<file path="config.mk">
export PLATFORM = sky130hd
export DESIGN_NAME = regfile_alu_core
export DESIGN_NICKNAME = d
export VERILOG_FILES = /design/src/rtl/regfile_alu_core.sv
export SDC_FILE = /design/constraint.sdc
export NUM_CORES = 1
export LEC_CHECK = 0
export BUFFER_PORTS_ARGS = -buffer_cell sky130_fd_sc_hd__buf_2
export CAP_MARGIN = 20
export CELL_PAD_IN_SITES_DETAIL_PLACEMENT = 1
export CELL_PAD_IN_SITES_GLOBAL_PLACEMENT = 1
export CORE_ASPECT_RATIO = 1.2
export CORE_MARGIN = 2
export CORE_UTILIZATION = 40
export CTS_BUF_LIST = sky130_fd_sc_hd__clkbuf_8
export CTS_CLUSTER_SIZE = 28
export DETAILED_ROUTE_END_ITERATION = 10
export PLACE_DENSITY = 0.79
export RECOVER_POWER = 25
export SLEW_MARGIN = 5
export SYNTH_ARGS = -nofsm -noshare
export SYNTH_HDL_FRONTEND = slang
export SYNTH_SLANG_ARGS = --single-unit
</file>
<file path="constraint.sdc">
create_clock -name clk -period 2 [get_ports clk]
set_input_delay 0.4 -clock clk [delete_from_list [all_inputs] [get_ports clk]]
set_output_delay 0.4 -clock clk [all_outputs]
set_load 0.1 [all_outputs]
</file>
<file path="src/rtl/regfile_alu_core.sv">
// regfile_alu_core: handshaked register file + ALU + sequencing FSM (IDLE/READ/EXEC/WB/RESP).
// Define ALU_CARRY_CHAIN_EN to add the ADC (1110) and SBC (1111) opcodes.
module regfile_alu_core #(
  parameter int DATA_WIDTH = 8,
  parameter int ADDR_WIDTH = 2,
  parameter int CMD_WIDTH  = 4
) (
  input  logic                  clk,
  input  logic                  reset,
  input  logic                  in_valid,
  output logic                  in_ready,
  input  logic [CMD_WIDTH-1:0]  instr,
  input  logic [ADDR_WIDTH-1:0] rs_a,
  input  logic [ADDR_WIDTH-1:0] rs_b,
  input  logic [ADDR_WIDTH-1:0] rd,
  input  logic [DATA_WIDTH-1:0] data,
  output logic                  out_valid,
  input  logic                  out_ready,
  output logic [DATA_WIDTH-1:0] out_data,
  output logic                  out_flag,
  output logic                  carry,
  output logic [2:0]            dbg_state
);
  localparam int W = DATA_WIDTH;
  localparam int N = 2**ADDR_WIDTH;
  typedef enum logic [2:0] {
    IDLE = 3'd0,
    READ = 3'd1,
    EXEC = 3'd2,
    WB   = 3'd3,
    RESP = 3'd4
  } state_t;
  state_t                r_state, w_next;
  logic [3:0]            r_op;
  logic [ADDR_WIDTH-1:0] r_rs_a, r_rs_b, r_rd;
  logic [W-1:0]          r_data, r_a, r_b, r_res, r_out_data;
  logic                  r_flag, r_carry, r_out_flag;
  logic [W-1:0]          r_rf [N];
  logic [W-1:0]          w_res;
  logic                  w_flag, w_def, w_wr, w_uc;
  logic [W:0]            w_add, w_sub;
  assign w_add = {1'b0, r_a} + {1'b0, r_b};
  assign w_sub = {1'b0, r_a} - {1'b0, r_b};
`ifdef ALU_CARRY_CHAIN_EN
  logic [W:0] w_adc, w_sbc;
  assign w_adc = w_add + {{W{1'b0}}, r_carry};
  assign w_sbc = w_sub - {{W{1'b0}}, r_carry};
`endif
  always_comb begin
    w_res  = '0;
    w_flag = 1'b0;
    w_def  = 1'b1;
    case (r_op)
      4'b0000: w_res = '0;
      4'b0001: w_res = ~r_a;
      4'b0010: begin w_res = {r_a[W-2:0], 1'b0}; w_flag = r_a[W-1]; end
      4'b0011: begin w_res = {1'b0, r_a[W-1:1]}; w_flag = r_a[0]; end
      4'b0100: begin w_res = {r_carry, r_a[W-1:1]}; w_flag = r_a[0]; end
      4'b0101: w_res = r_data;
      4'b1001: w_res = r_a & r_b;
      4'b1010: w_res = r_a | r_b;
      4'b1011: {w_flag, w_res} = w_add;
      4'b1100: {w_flag, w_res} = w_sub;
      4'b1101: w_res = r_a ^ r_b;
`ifdef ALU_CARRY_CHAIN_EN
      4'b1110: {w_flag, w_res} = w_adc;
      4'b1111: {w_flag, w_res} = w_sbc;
`endif
      default: w_def = 1'b0;
    endcase
  end
  // NOP and undefined opcodes leave the file alone; LOAD writes but keeps carry.
  assign w_wr = w_def & (r_op != 4'b0000);
  assign w_uc = w_wr & (r_op != 4'b0101);
  always_comb begin
    w_next = r_state;
    case (r_state)
      IDLE:    w_next = in_valid ? READ : IDLE;
      READ:    w_next = EXEC;
      EXEC:    w_next = WB;
      WB:      w_next = RESP;
      RESP:    w_next = out_ready ? IDLE : RESP;
      default: w_next = IDLE;
    endcase
  end
  always_ff @(posedge clk) begin
    if (!reset) begin
      r_state    <= IDLE;
      r_op       <= '0;
      r_rs_a     <= '0;
      r_rs_b     <= '0;
      r_rd       <= '0;
      r_data     <= '0;
      r_a        <= '0;
      r_b        <= '0;
      r_res      <= '0;
      r_flag     <= 1'b0;
      r_carry    <= 1'b0;
      r_out_data <= '0;
      r_out_flag <= 1'b0;
      r_rf       <= '{default: '0};
    end else begin
      r_state <= w_next;
      if (r_state == IDLE && in_valid) begin
        r_op   <= instr[3:0];
        r_rs_a <= rs_a;
        r_rs_b <= rs_b;
        r_rd   <= rd;
        r_data <= data;
      end
      if (r_state == READ) begin
        r_a <= r_rf[r_rs_a];
        r_b <= r_rf[r_rs_b];
      end
      if (r_state == EXEC) begin
        r_res  <= w_res;
        r_flag <= w_flag;
      end
      if (r_state == WB) begin
        if (w_wr) r_rf[r_rd] <= r_res;
        if (w_uc) r_carry <= r_flag;
        r_out_data <= r_res;
        r_out_flag <= r_flag;
      end
    end
  end
  assign in_ready  = (r_state == IDLE);
  assign out_valid = (r_state == RESP);
  assign out_data  = r_out_data;
  assign out_flag  = r_out_flag;
  assign carry     = r_carry;
  assign dbg_state = r_state;
endmodule

</file>
* Yosys cells after proc, flatten, opt, wreduce, memory -nomap -nowiden *
Index checks and enable logic that the tools add are counted.

cells by class
  bitwise gates (word level) = 9
  $add $sub $neg = 2
  reductions and logical operators = 9
  equality and inequality tests = 15
  order comparisons = 4
  multiplexer cells = 15

operator list
  cell                  count
  $pmux W8 S10          1
  $mux W8               5
  $bmux W8 S2           2
  $bwmux W32            1
  $eq A4 B4 Y1 const B  5
  $demux W8 S2          1
  $pmux W3 S5           1
  $reduce_or A11 Y1     1
  $add A8 B8 Y9         1
  $ge A3 B3 Y1 const B  3
  $not A2 Y3            3
  $sub A8 B8 Y9         1
  $and A8 B8 Y8         1
  $eq A4 B2 Y1 const B  2
  $eq A4 B3 Y1 const B  2
  $not A8 Y8            1
  $or A8 B8 Y8          1
  $xor A8 B8 Y8         1
  $eq A3 B2 Y1 const B  2
  $eq A4 B1 Y1 const B  1
  $logic_not A4 Y1      1
  $ne A4 B3 Y1 const B  1
  $pmux W1 S4           1
  $reduce_and A2 Y1     2
  other kinds (10)      13

word-level totals
  logic and storage cells = 71
  bits of input ports = 22
  output and inout bits = 15
  register bits after elaboration = 88

* Depth between registers and ports, before layout *
Gate-level depths: netlist (run 1).

  depth after elaboration = 6
  mapped depth = 10
  depth with buffers taken out = 10

* Worst setup path before layout (run 1) *
No wires, ideal clock.

  path type = reg-to-reg
  start point = register r_state[1] (netlist: dbg_state[1])
  end point = register r_rs_a[0]
  path buffers = 2
  period minus slack after synthesis = 4.246 ns
  data arrival time = 4.123 ns
  setup slack = -2.246 ns
  cell stages (with the launch flop) = 7
  cell sequence = dfxtp_1 buf_4 nor3_1 nand2_1 clkbuf_1 nand2_1 a21boi_0

on the way
  cells in the longest elaborated chain, start to end = 2

RTL lines
  what                    line  text
  from (decl)             33    state_t r_state, w_next;
  from (signal assigned)  103   r_state <= w_next;
  $logic_not A3 Y1        -
  net in_ready            11    output logic in_ready,
  $logic_and A1 B1 Y1     104   if (r_state == IDLE && in_valid) begin
  to (signal assigned)    106   r_rs_a <= rs_a;
  to (decl)               35    logic [ADDR_WIDTH-1:0] r_rs_a, r_rs_b, r_rd;

The timed path passes the listed nets, and every way through them passes these cells.
A chain may end at the register's enable or synchronous reset.

* Worst setup path in the final report (run 1) *
  start point = register r_b[0]
  end point = register r_res[4]

on the way
  cells in the longest elaborated chain, start to end = 2

RTL lines
  what                                                   line    text
  from (decl)                                            36      logic [W-1:0] r_data, r_a, r_b, r_res, r_out_data;
  from (signal assigned)                                 113     r_b <= r_rf[r_rs_b];
  $sub A8 B8 Y9 / $add A8 B8 Y9 (equally long branches)  43, 42
  $pmux W8 S10 *                                         53      case (r_op)
  to (signal assigned)                                   116     r_res <= w_res;
  to (decl)                                              36

Mark *: on every way between the ends. The rest lies on a longest branch, timed or not.

==> flow_summary_export.csv, run 1 <==
group,metric,value,unit
outcome,status,"complete, but fails checks",
outcome,violations,"negative setup slack",
floorplan,die_h,129,µm
synth,yosysWarnings,0,
critical_path,r2r_setup_slack,-0.18,ns
critical_path,reg2reg_to,"r_res[4]$_SDFFE_PN0P_",
synth,synth_nets,648,
clock_network,cts_buffers,9,
clock_network,clk_latency,0.38,ns
floorplan,fp.dieW,108,µm
pwr,powerDensity,569,nW/µm²
placement,place_ws,-0.217,ns
synth,ys_seq_elements,88,
floorplan,pin_count,37,
clock_network,clock_path_buffers,2,
pwr,leakagePower,2.57,nW
sta,fin_ws,-0.176,ns
critical_path,critPathRequiredTime,2.27,ns
critical_path,path_cells,"ha_2, inv_1, fa_2, nor2b_1, o21ai_1, and3_1, o31a_1, o311a_1",
pwr,intPower,2.61,mW
critical_path,cp-start-kind,"register",
sta,period_needed,2.18,ns
detailed_routing,viasPerCell,5.70,
sta,relSlewSlack,42.5,%
hold_path,hold_start,"rs_b[0]",
pwr,totalPowerFinal,3.75,mW
grt,gr-total-overflow,0,
sta,hold_ws,0.250,ns
detailed_routing,drt_iter0_drc,281,
layout,final_util,51.8,%
grt,grt_pass1_vias,5154,
sta,finalHoldViolations,0,
floorplan,std_cell_rows,45,
detailed_routing,drc,0,
sta,timing.fmax,459,MHz
synth,synth-main-ff-cell,"dfxtp_1",
clock_network,ctsRootBufferMaster,"clkbuf_8",
pwr,power.share.clock,35.1,%
clock_network,cts.htree.levels,3,
pwr,combPwrFrac,15.4,%
synth,syn-instance-count,599,
clock_network,cts.sinks,88,
detailed_routing,routedWlPerCell,21.1,µm
placement,numPortBuffers,36,
sta,setup_violations,15,
grt,track_usage,25.9,%
layout,fillers,1531,
layout,drive_above_1_share,30.1,%
sta,rsz0062_at_grt,"yes",
critical_path,arrival,2.45,ns
critical_path,endpoint_kind,"register",
critical_path,reg2regPathDepth,8,
hold_path,hold_class,"in2reg",
critical_path,worstReg2RegStart,"r_b[0]$_SDFFE_PN0P_",
floorplan,die_area,14000,µm²
synth,synthTopCellsByArea,"dfxtp_1, mux2i_1, mux4_2",
detailed_routing,drtAntennaViolNets,0,
grt,antenna_found_initial,0,
synth,synth_top_cell_area_share,33.7,%
layout,nets,735,
synth,synth-async-reset-ratio,0,%
clock_network,cts_hold_buffers,0,
placement,dpl.hpwl,12800,µm
grt,grt_max_degree,31,
pwr,p_seq_share,49.5,%
placement,dp_cells,832,
layout,fin_cells,855,
synth,ys_seq_area_share,33.7,%
job,cap_violations,0,
synth,synth_edf_count,0,
synth,synth_cell_types,61,
critical_path,worstPathMaxFanout,3,
layout,diodes,0,
grt,grt_pass1_wl,27300,µm
detailed_routing,vias,4871,
sta,slew_viol_final,0,
floorplan,core,12700,µm²
placement,place_congestion,0.898,
floorplan,initial_utilization,41.1,%
critical_path,crit_type,"reg2reg",
hold_path,min_to,"r_rs_b[0]$_SDFFE_PN0P_",
sta,skew,0.0133,ns
pwr,switchingPower,1.14,mW
hold_path,hold_depth,3,
synth,synth_top_area_cell,"dfxtp_1",
sta,finalCritPeriodShare,109,%
sta,worstMarginPinSlew,0.862,ns
critical_path,cpMaxStageDelayCell,"dfxtp_4",
layout,synthToLayoutAreaGrowth,26.1,%
pwr,max-vdd-ir-drop,469,µV
synth,synth_area_per_cell,8.72,µm²
critical_path,path_buf_inv,1,
clock_network,cts.reportedPaths.clkPinSlew,0.10,ns
detailed_routing,first_pass_iters,5,
detailed_routing,wl,18100,µm
synth,syn-cell-area,5230,µm²
critical_path,cp_top_family,"compound AO/OA/AOI/OAI gates",
pwr,swShare,30.4,%
critical_path,cp_slowest_stage_delay,0.39,ns
clock_network,cts_tree,"built",
-- cells in the mapped netlist, types with 8 or more instances --
cell      number
nand2_1       92
dfxtp_1       88
nor2b_1       48
mux2i_1       43
a21boi_0      34
inv_1         29
nor2_1        27
ha_1          25
clkbuf_1      23
a21oi_1       21
o21ai_0       20
mux4_2        16
nor3_1        16
nand2b_1      11
buf_2         10
a211oi_1       8
a31oi_1        8
-- placed cells by master, fill, tap and decap left out, drive strengths merged, types with 3 or more instances in the layout --
| cell type | instances |
|---|---|
| nand2 | 92 |
| xnor2 | 3 |
| o311ai | 3 |
| a211oi | 9 |
| nor2 | 28 |
| and2 | 4 |
| inv | 32 |
| nor2b | 48 |
| nand3 | 6 |
| a221oi | 5 |
| nor3 | 16 |
| o21ai | 22 |
| nor3b | 5 |
| nand2b | 11 |
| o22ai | 3 |
| ha | 25 |
| o311a | 3 |
| nand3b | 3 |
| buf | 109 |
| a31oi | 8 |
| mux4 | 16 |
| a21boi | 36 |
| a21oi | 21 |
| dfxtp | 88 |
| clkbuf | 16 |
| mux2i | 43 |
-- cells by family after synthesis --
kind of cell / after synthesis / share of synthesized area, %
adder cells (fa/ha/maj): 27 / 6.75
AND/OR/NAND/NOR: 223 / 21.1
multiplexers: 60 / 15.3
flip-flops: 88 / 33.7
buffers and inverters: 68 / 5.31
XOR/XNOR: 3 / 0.503
AO/OA/AOI/OAI: 130 / 17.3
-- flip-flops by register name, indices dropped and copies added, names as in the netlist --
name and cells:
carry 1, dbg_state 3, out_data 8, out_flag 1, r_a 8, r_b 8, r_data 8, r_flag 1
r_op 4, r_rd 2, r_res 8, r_rf 32, r_rs_a 2, r_rs_b 2
-- tightest hold or removal path, cell delays in order --
cell and delay (ns):
buf_2 0.10, nand2_1 0.05, a21boi_1 0.05
-- metal layers --
metal | vias up | wire (µm) | share of wire [%] | track usage [%]
met3 | 47 | 657 | 3.6 | 3.62
met2 | 127 | 9150 | 51 | 45.5
met4 | 0 | 803 | 4.4 | 14.4
met5 | - | 0 | 0 | 0
li1 | 2265 | - | - | -
met1 | 2432 | 7450 | 41 | 30.3
-- worst max path at each step --
stage / to / start / slack [ns] / depth (start not counted)
finish: r_res[4]$_SDFFE_PN0P_ / r_b[0]$_SDFFE_PN0P_ / -0.18 / 8
global route: r_res[4]$_SDFFE_PN0P_ / r_b[0]$_SDFFE_PN0P_ / -0.26 / 8
CTS: r_res[4]$_SDFFE_PN0P_ / r_a[0]$_SDFFE_PN0P_ / -0.08 / 9
detailed placement: r_res[6]$_SDFFE_PN0P_ / r_a[0]$_SDFFE_PN0P_ / -0.22 / 10
global placement: r_res[4]$_SDFFE_PN0P_ / r_a[0]$_SDFFE_PN0P_ / -0.12 / 9
floorplan: r_data[3]$_SDFFE_PN0P_ / dbg_state[0]$_SDFF_PN0_ / -0.14 / 7
-- power by group through the flow --
stage | registers (mW) | clock network [mW] | logic [mW]
after global placement | 1.89 | 0 | 0.536
after floorplan | 1.89 | 0 | 0.372
after CTS | 1.85 | 1.32 | 0.557
final | 1.86 | 1.32 | 0.578
after detailed placement | 1.89 | 0 | 0.552
after global routing | 1.86 | 1.39 | 0.622
-- final cells by class --
| class | instances | area (µm²) | area share, % |
|---|---|---|---|
| Tap cell | 164 | 205 | 3.11 |
| Inverter | 29 | 111 | 1.69 |
| Clock inverter | 6 | 62.6 | 0.949 |
| Sequential cell | 88 | 1780 | 27.1 |
| Multi-Input combinational cell | 443 | 3490 | 53.0 |
| Clock buffer | 10 | 138 | 2.09 |
| Timing Repair Buffer | 115 | 796 | 12.1 |
-- through the flow --
| stage | setup TNS [ns] | instance area (µm²) |
|---|---|---|
| after detailed placement | -1.65 | 6070 |
| after global routing | -3.41 | 6590 |
| after global placement | -0.507 | 6070 |
| after floorplan | -1.84 | 5330 |
| after CTS | -0.220 | 6460 |
| final | -0.840 | 6590 |
-- repair_timing --
item,CTS,global route
setup buffers,6,1
pin swaps,17,13
gates resized for setup,37,30
hold endpoints to repair,0,0
endpoints found under the setup margin,27,21
Power figures use the tool's default switching activity.
==> run 2: changes to the inputs <==
- SETUP_SLACK_MARGIN: unset -> 0.3
==> flow_summary_export.csv, run 2 (same netlist as run 1, synthesis figures left out) <==
group,metric,value,unit
outcome,status,"complete, but fails checks",
outcome,violations,"negative setup slack",
floorplan,pin_count,37,
sta,rsz0062_at_grt,"yes",
detailed_routing,viasPerCell,5.94,
critical_path,worstReg2RegStart,"r_a[0]$_SDFFE_PN0P_",
detailed_routing,vias,5174,
job,cap_violations,0,
critical_path,crit_type,"reg2reg",
layout,final_area,7030,µm²
sta,period_needed,2.05,ns
detailed_routing,wl,21200,µm
clock_network,cts.reportedPaths.clkPinSlew,0.09,ns
sta,fin_ws,-0.0502,ns
placement,placed_cell_area,6140,µm²
sta,finalCritPeriodShare,103,%
critical_path,cp_slowest_stage_delay,0.42,ns
hold_path,hold_depth,3,
placement,numPortBuffers,36,
clock_network,ctsRootBufferMaster,"clkbuf_8",
critical_path,path_cells,"buf_6, ha_4, inv_2, fa_2, inv_1, a31oi_1, nor3b_1, a21oi_1, a31oi_1, o21a_1",
grt,gr-total-overflow,0,
detailed_routing,drc,0,
layout,final_cell_mix,"nand2_1, dfxtp_1, buf_4",
layout,multi_input_area,3650,µm²
sta,finalHoldViolations,0,
detailed_routing,routedWlPerCell,24.4,µm
placement,place_congestion,0.981,
floorplan,fp.dieW,108,µm
layout,regArea,1800,µm²
clock_network,clock_path_buffers,2,
hold_path,min_to,"r_op[1]$_SDFFE_PN0P_",
clock_network,clk_latency,0.37,ns
layout,layout_commonest_cell,"nand2_1",
floorplan,core,12700,µm²
layout,top_register,"r_rf",
sta,setup_violations,4,
critical_path,critPathMostFrequentCell,"a31oi_1",
layout,drive_above_1_share,37.4,%
clock_network,cts_hold_buffers,0,
grt,antenna_found_initial,1,
grt,track_usage,27.5,%
critical_path,critPathRequiredTime,2.31,ns
clock_network,cts_tree,"built",
detailed_routing,drt_iter0_drc,373,
floorplan,die_h,129,µm
sta,tns,-0.171,ns
hold_path,hold_class,"in2reg",
layout,fillers,1456,
critical_path,reg2reg_to,"r_res[1]$_SDFFE_PN0P_",
critical_path,arrival,2.36,ns
sta,worstMarginPinSlew,1.40,ns
critical_path,reg2regPathDepth,10,
detailed_routing,drtAntennaViolNets,0,
pwr,powerDensity,544,nW/µm²
critical_path,startpoint,"r_a[0]$_SDFFE_PN0P_",
layout,fin_cells,871,
critical_path,cpMaxStageDelayCell,"fa_2",
layout,largest_reg_flops,32,
grt,grt_pass1_wl,29200,µm
critical_path,worstPathMaxFanout,3,
grt,grt_max_degree,46,
floorplan,std_cell_rows,45,
pwr,leakagePower,2.82,nW
sta,relSlewSlack,6.78,%
placement,dp_cells,830,
clock_network,cts.sinks,88,
sta,skew,0.00918,ns
detailed_routing,first_pass_iters,5,
pwr,totalPowerFinal,3.82,mW
clock_network,cts.htree.levels,3,
placement,place_ws,-0.139,ns
sta,timing.fmax,488,MHz
layout,synthToLayoutAreaGrowth,34.4,%
layout,final_util,55.2,%
hold_path,hold_start,"instr[1]",
critical_path,cp-start-kind,"register",
sta,slew_viol_final,0,
layout,nets,750,
critical_path,endpoint_kind,"register",
sta,hold_ws,0.278,ns
floorplan,initial_utilization,41.1,%
critical_path,r2r_setup_slack,-0.05,ns
floorplan,die_area,14000,µm²
placement,dpl.hpwl,13200,µm
pwr,max-vdd-ir-drop,537,µV
grt,grt_pass1_vias,5305,
clock_network,cts_buffers,9,
## run 2: changes by cell type in the layout (fill, tap and decap cells not counted), moves of 8 or more
| cell | before | now |
|---|---|---|
| buf_6 | 0 | 19 |
| buf_2 | 32 | 21 |
| nand2_1 | 91 | 81 |
| a21boi_0 | 17 | 8 |
| a21boi_2 | 0 | 9 |
| clkbuf_2 | 2 | 11 |
| buf_4 | 75 | 67 |
| nand2_4 | 0 | 8 |
## run 2: routing by layer
layer | wire length [µm] | vias to the layer above | GRT usage (%)
met2 | 10800 | 220 | 50.0
met4 | 897 | 0 | 9.43
met1 | 8260 | 2584 | 33.5
met3 | 1240 | 64 | 3.17
met5 | 0 | - | 0
li1 | - | 2306 | -
## run 2: worst max path at each step
stage	to	slack, ns	cells after the start
CTS	r_res[6]$_SDFFE_PN0P_	-0.11	10
finish	r_res[1]$_SDFFE_PN0P_	-0.05	10
detailed placement	r_res[6]$_SDFFE_PN0P_	-0.14	10
global placement	r_res[4]$_SDFFE_PN0P_	-0.07	8
global route	r_res[4]$_SDFFE_PN0P_	-0.13	9
floorplan	r_data[3]$_SDFFE_PN0P_	-0.14	7
## run 2: worst max-delay path: cells and delay by family (launching register included)
kind | cells | cell delay (ns)
AO/OA/AOI/OAI | 4 | 0.60
adder cells (fa/ha/maj) | 2 | 0.57
buffers and inverters | 3 | 0.24
flip-flops | 1 | 0.37
AND/OR/NAND/NOR | 1 | 0.23
## run 2: final cells by class
| cell class | instances | share of cell area (%) |
|---|---|---|
| flip-flops and latches | 88 | 25.6 |
| multi-input cells | 443 | 52.0 |
| well taps | 164 | 2.92 |
| clock inverters | 7 | 0.890 |
| diodes | 1 | 0.0356 |
| clock buffers | 9 | 1.76 |
| repair buffers | 130 | 15.1 |
| inverters | 29 | 1.62 |
## run 2: where the power goes
| group | switching [mW] | total (mW) | internal, mW |
|---|---|---|---|
| combinational | 0.446 | 0.720 | 0.274 |
| sequential | 0.0635 | 1.85 | 1.78 |
| clock | 0.685 | 1.25 | 0.569 |
## run 2: timing repair
action | 4_1_cts | 5_1_grt
pin swaps | 32 | 35
setup endpoints to repair | 47 | 53
setup buffers | 15 | 8
gates resized for setup | 66 | 82
gates cloned | 0 | 1
==> run 3: changes to the inputs <==
- CORE_MARGIN: 2 -> unset
- CORE_UTILIZATION: 40 -> 43
- PLACE_DENSITY: 0.79 -> 0.84
- TNS_END_PERCENT: unset -> 1
==> flow_summary_export.csv, run 3 (same netlist as run 1, synthesis figures left out) <==
group,metric,value,unit
outcome,status,"complete, but fails checks",
outcome,violations,"negative setup slack",
layout,fillers,1381,
detailed_routing,drtAntennaViolNets,0,
floorplan,pin_count,37,
layout,final_cell_mix,"nand2_1, dfxtp_1, buf_4",
floorplan,core,11700,µm²
grt,grt_max_degree,32,
critical_path,crit_type,"reg2reg",
clock_network,clk_latency,0.37,ns
critical_path,worstReg2RegStart,"r_b[1]$_SDFFE_PN0P_",
critical_path,path_cells,"inv_2, ha_4, buf_6, a211oi_4, nor2_4, or4_4, a311oi_2, o21ai_1, a21oi_1",
grt,grt_pass1_vias,5450,
detailed_routing,drt_iter0_drc,276,
layout,fin_cells,854,
clock_network,cts.reportedPaths.clkPinSlew,0.09,ns
layout,layout_commonest_cell,"nand2_1",
critical_path,path_buf_inv,2,
layout,synthToLayoutAreaGrowth,27.2,%
sta,skew,0.0117,ns
hold_path,hold_start,"instr[0]",
grt,antenna_found_initial,0,
sta,tns,-0.594,ns
grt,track_usage,32.8,%
detailed_routing,wl_met2,10300,µm
detailed_routing,wl_met3,906,µm
clock_network,cts_hold_buffers,0,
critical_path,cp_top_family,"compound AO/OA/AOI/OAI gates",
layout,drive_above_1_share,31.3,%
critical_path,endpoint_kind,"register",
clock_network,cts.htree.levels,3,
grt,gr-total-overflow,0,
sta,fin_ws,-0.150,ns
sta,worstMarginPinSlew,0.853,ns
placement,numPortBuffers,36,
sta,slew_viol_final,0,
clock_network,cts_buffers,9,
sta,setup_violations,11,
sta,finalCritPeriodShare,108,%
placement,dp_cells,834,
layout,nets,743,
sta,relSlewSlack,43.2,%
critical_path,critPathRequiredTime,2.30,ns
floorplan,initial_utilization,44.8,%
layout,diodes,0,
floorplan,die_h,123,µm
layout,final_util,56.9,%
placement,place_congestion,0.956,
clock_network,ctsRootBufferMaster,"clkbuf_8",
detailed_routing,routedWlPerCell,23.2,µm
detailed_routing,wl,19800,µm
layout,top_register,"r_rf",
detailed_routing,routed.top_layer,"met4",
floorplan,fp.dieW,103,µm
detailed_routing,drc,0,
critical_path,worstPathMaxFanout,3,
placement,dpl.hpwl,13300,µm
clock_network,cts_tree,"built",
sta,period_needed,2.15,ns
critical_path,cp_slowest_stage_delay,0.43,ns
grt,grt_pass1_wl,30300,µm
clock_network,cts.sinks,88,
layout,final_area,6650,µm²
job,cap_violations,0,
pwr,powerDensity,542,nW/µm²
sta,finalHoldViolations,0,
detailed_routing,first_pass_iters,6,
placement,placed_cell_area,6130,µm²
pwr,leakagePower,2.60,nW
pwr,max-vdd-ir-drop,387,µV
detailed_routing,viasPerCell,5.93,
hold_path,hold_class,"in2reg",
critical_path,startpoint,"r_b[1]$_SDFFE_PN0P_",
floorplan,std_cell_rows,43,
critical_path,cpMaxStageDelayCell,"or4_4",
critical_path,cp-start-kind,"register",
critical_path,arrival,2.45,ns
floorplan,die_area,12600,µm²
detailed_routing,vias,5066,
layout,largest_reg_flops,32,
detailed_routing,m1WireLength,7620,µm
clock_network,clock_path_buffers,2,
sta,timing.fmax,465,MHz
sta,rsz0062_at_grt,"yes",
placement,place_ws,-0.358,ns
==> run 3: cell count changes in the layout (fill, tap and decap cells not counted), sizes merged <==
cell,change
clkbuf,-11
buf,+4
clkinv,-2
bufinv,-1
clkinvlp,+1
diode,-1
==> run 3: timing repair <==
| action | CTS | global route |
|---|---|---|
| pin swaps | 28 | 12 |
| endpoints found under the hold margin | 0 | 0 |
| endpoints found under the setup margin | 46 | 65 |
| setup buffers | 5 | 1 |
| resized for setup | 81 | 13 |
==> run 3: power breakdown <==
group | internal, mW | total (mW) | switching (mW)
registers | 1.79 | 1.86 | 0.0724
clock network | 0.430 | 1.10 | 0.673
logic | 0.245 | 0.636 | 0.390
==> run 3: final timing paths <==
path              slack (ns)                      to  depth (start not counted)
setup reg to reg       -0.15   r_res[7]$_SDFFE_PN0P_                          9
hold reg to reg         0.48  r_data[2]$_SDFFE_PN0P_                          2
hold / removal          0.28    r_op[0]$_SDFFE_PN0P_                          3
setup / recovery       -0.15   r_res[7]$_SDFFE_PN0P_                          9
==> run 3: worst register-to-register path: cells and delay by family (launching register included) <==
kind                     cells  cell delay, ns
AO/OA/AOI/OAI                4            0.78
AND/OR/NAND/NOR              2            0.52
flip-flops                   1            0.35
adder cells (fa/ha/maj)      1            0.25
buffers and inverters        2            0.19
==> run 3: area by class of cell <==
class	instances	area [µm²]	share of cell area (%)
repair buffers	123	946	14.2
well taps	157	196	2.96
clock inverters	5	28.8	0.433
clock buffers	9	124	1.86
inverters	29	109	1.64
flip-flops and latches	88	1790	26.9
multi-input cells	443	3460	52.0
==> run 3: metrics by stage <==
step                      hold slack [ns]  total power, mW
final                               0.283             3.60
after global routing                0.294             3.71
after CTS                           0.262             3.57
after detailed placement            0.470             2.47
after global placement              0.463             2.45
after floorplan                     0.434             2.26
==> run 3: routing by layer <==
metal	GRT usage, %	vias to the layer above
li1	-	2275
met1	37.2	2544
met2	58.5	180
met3	5.41	67
met4	16.3	0
met5	0	-
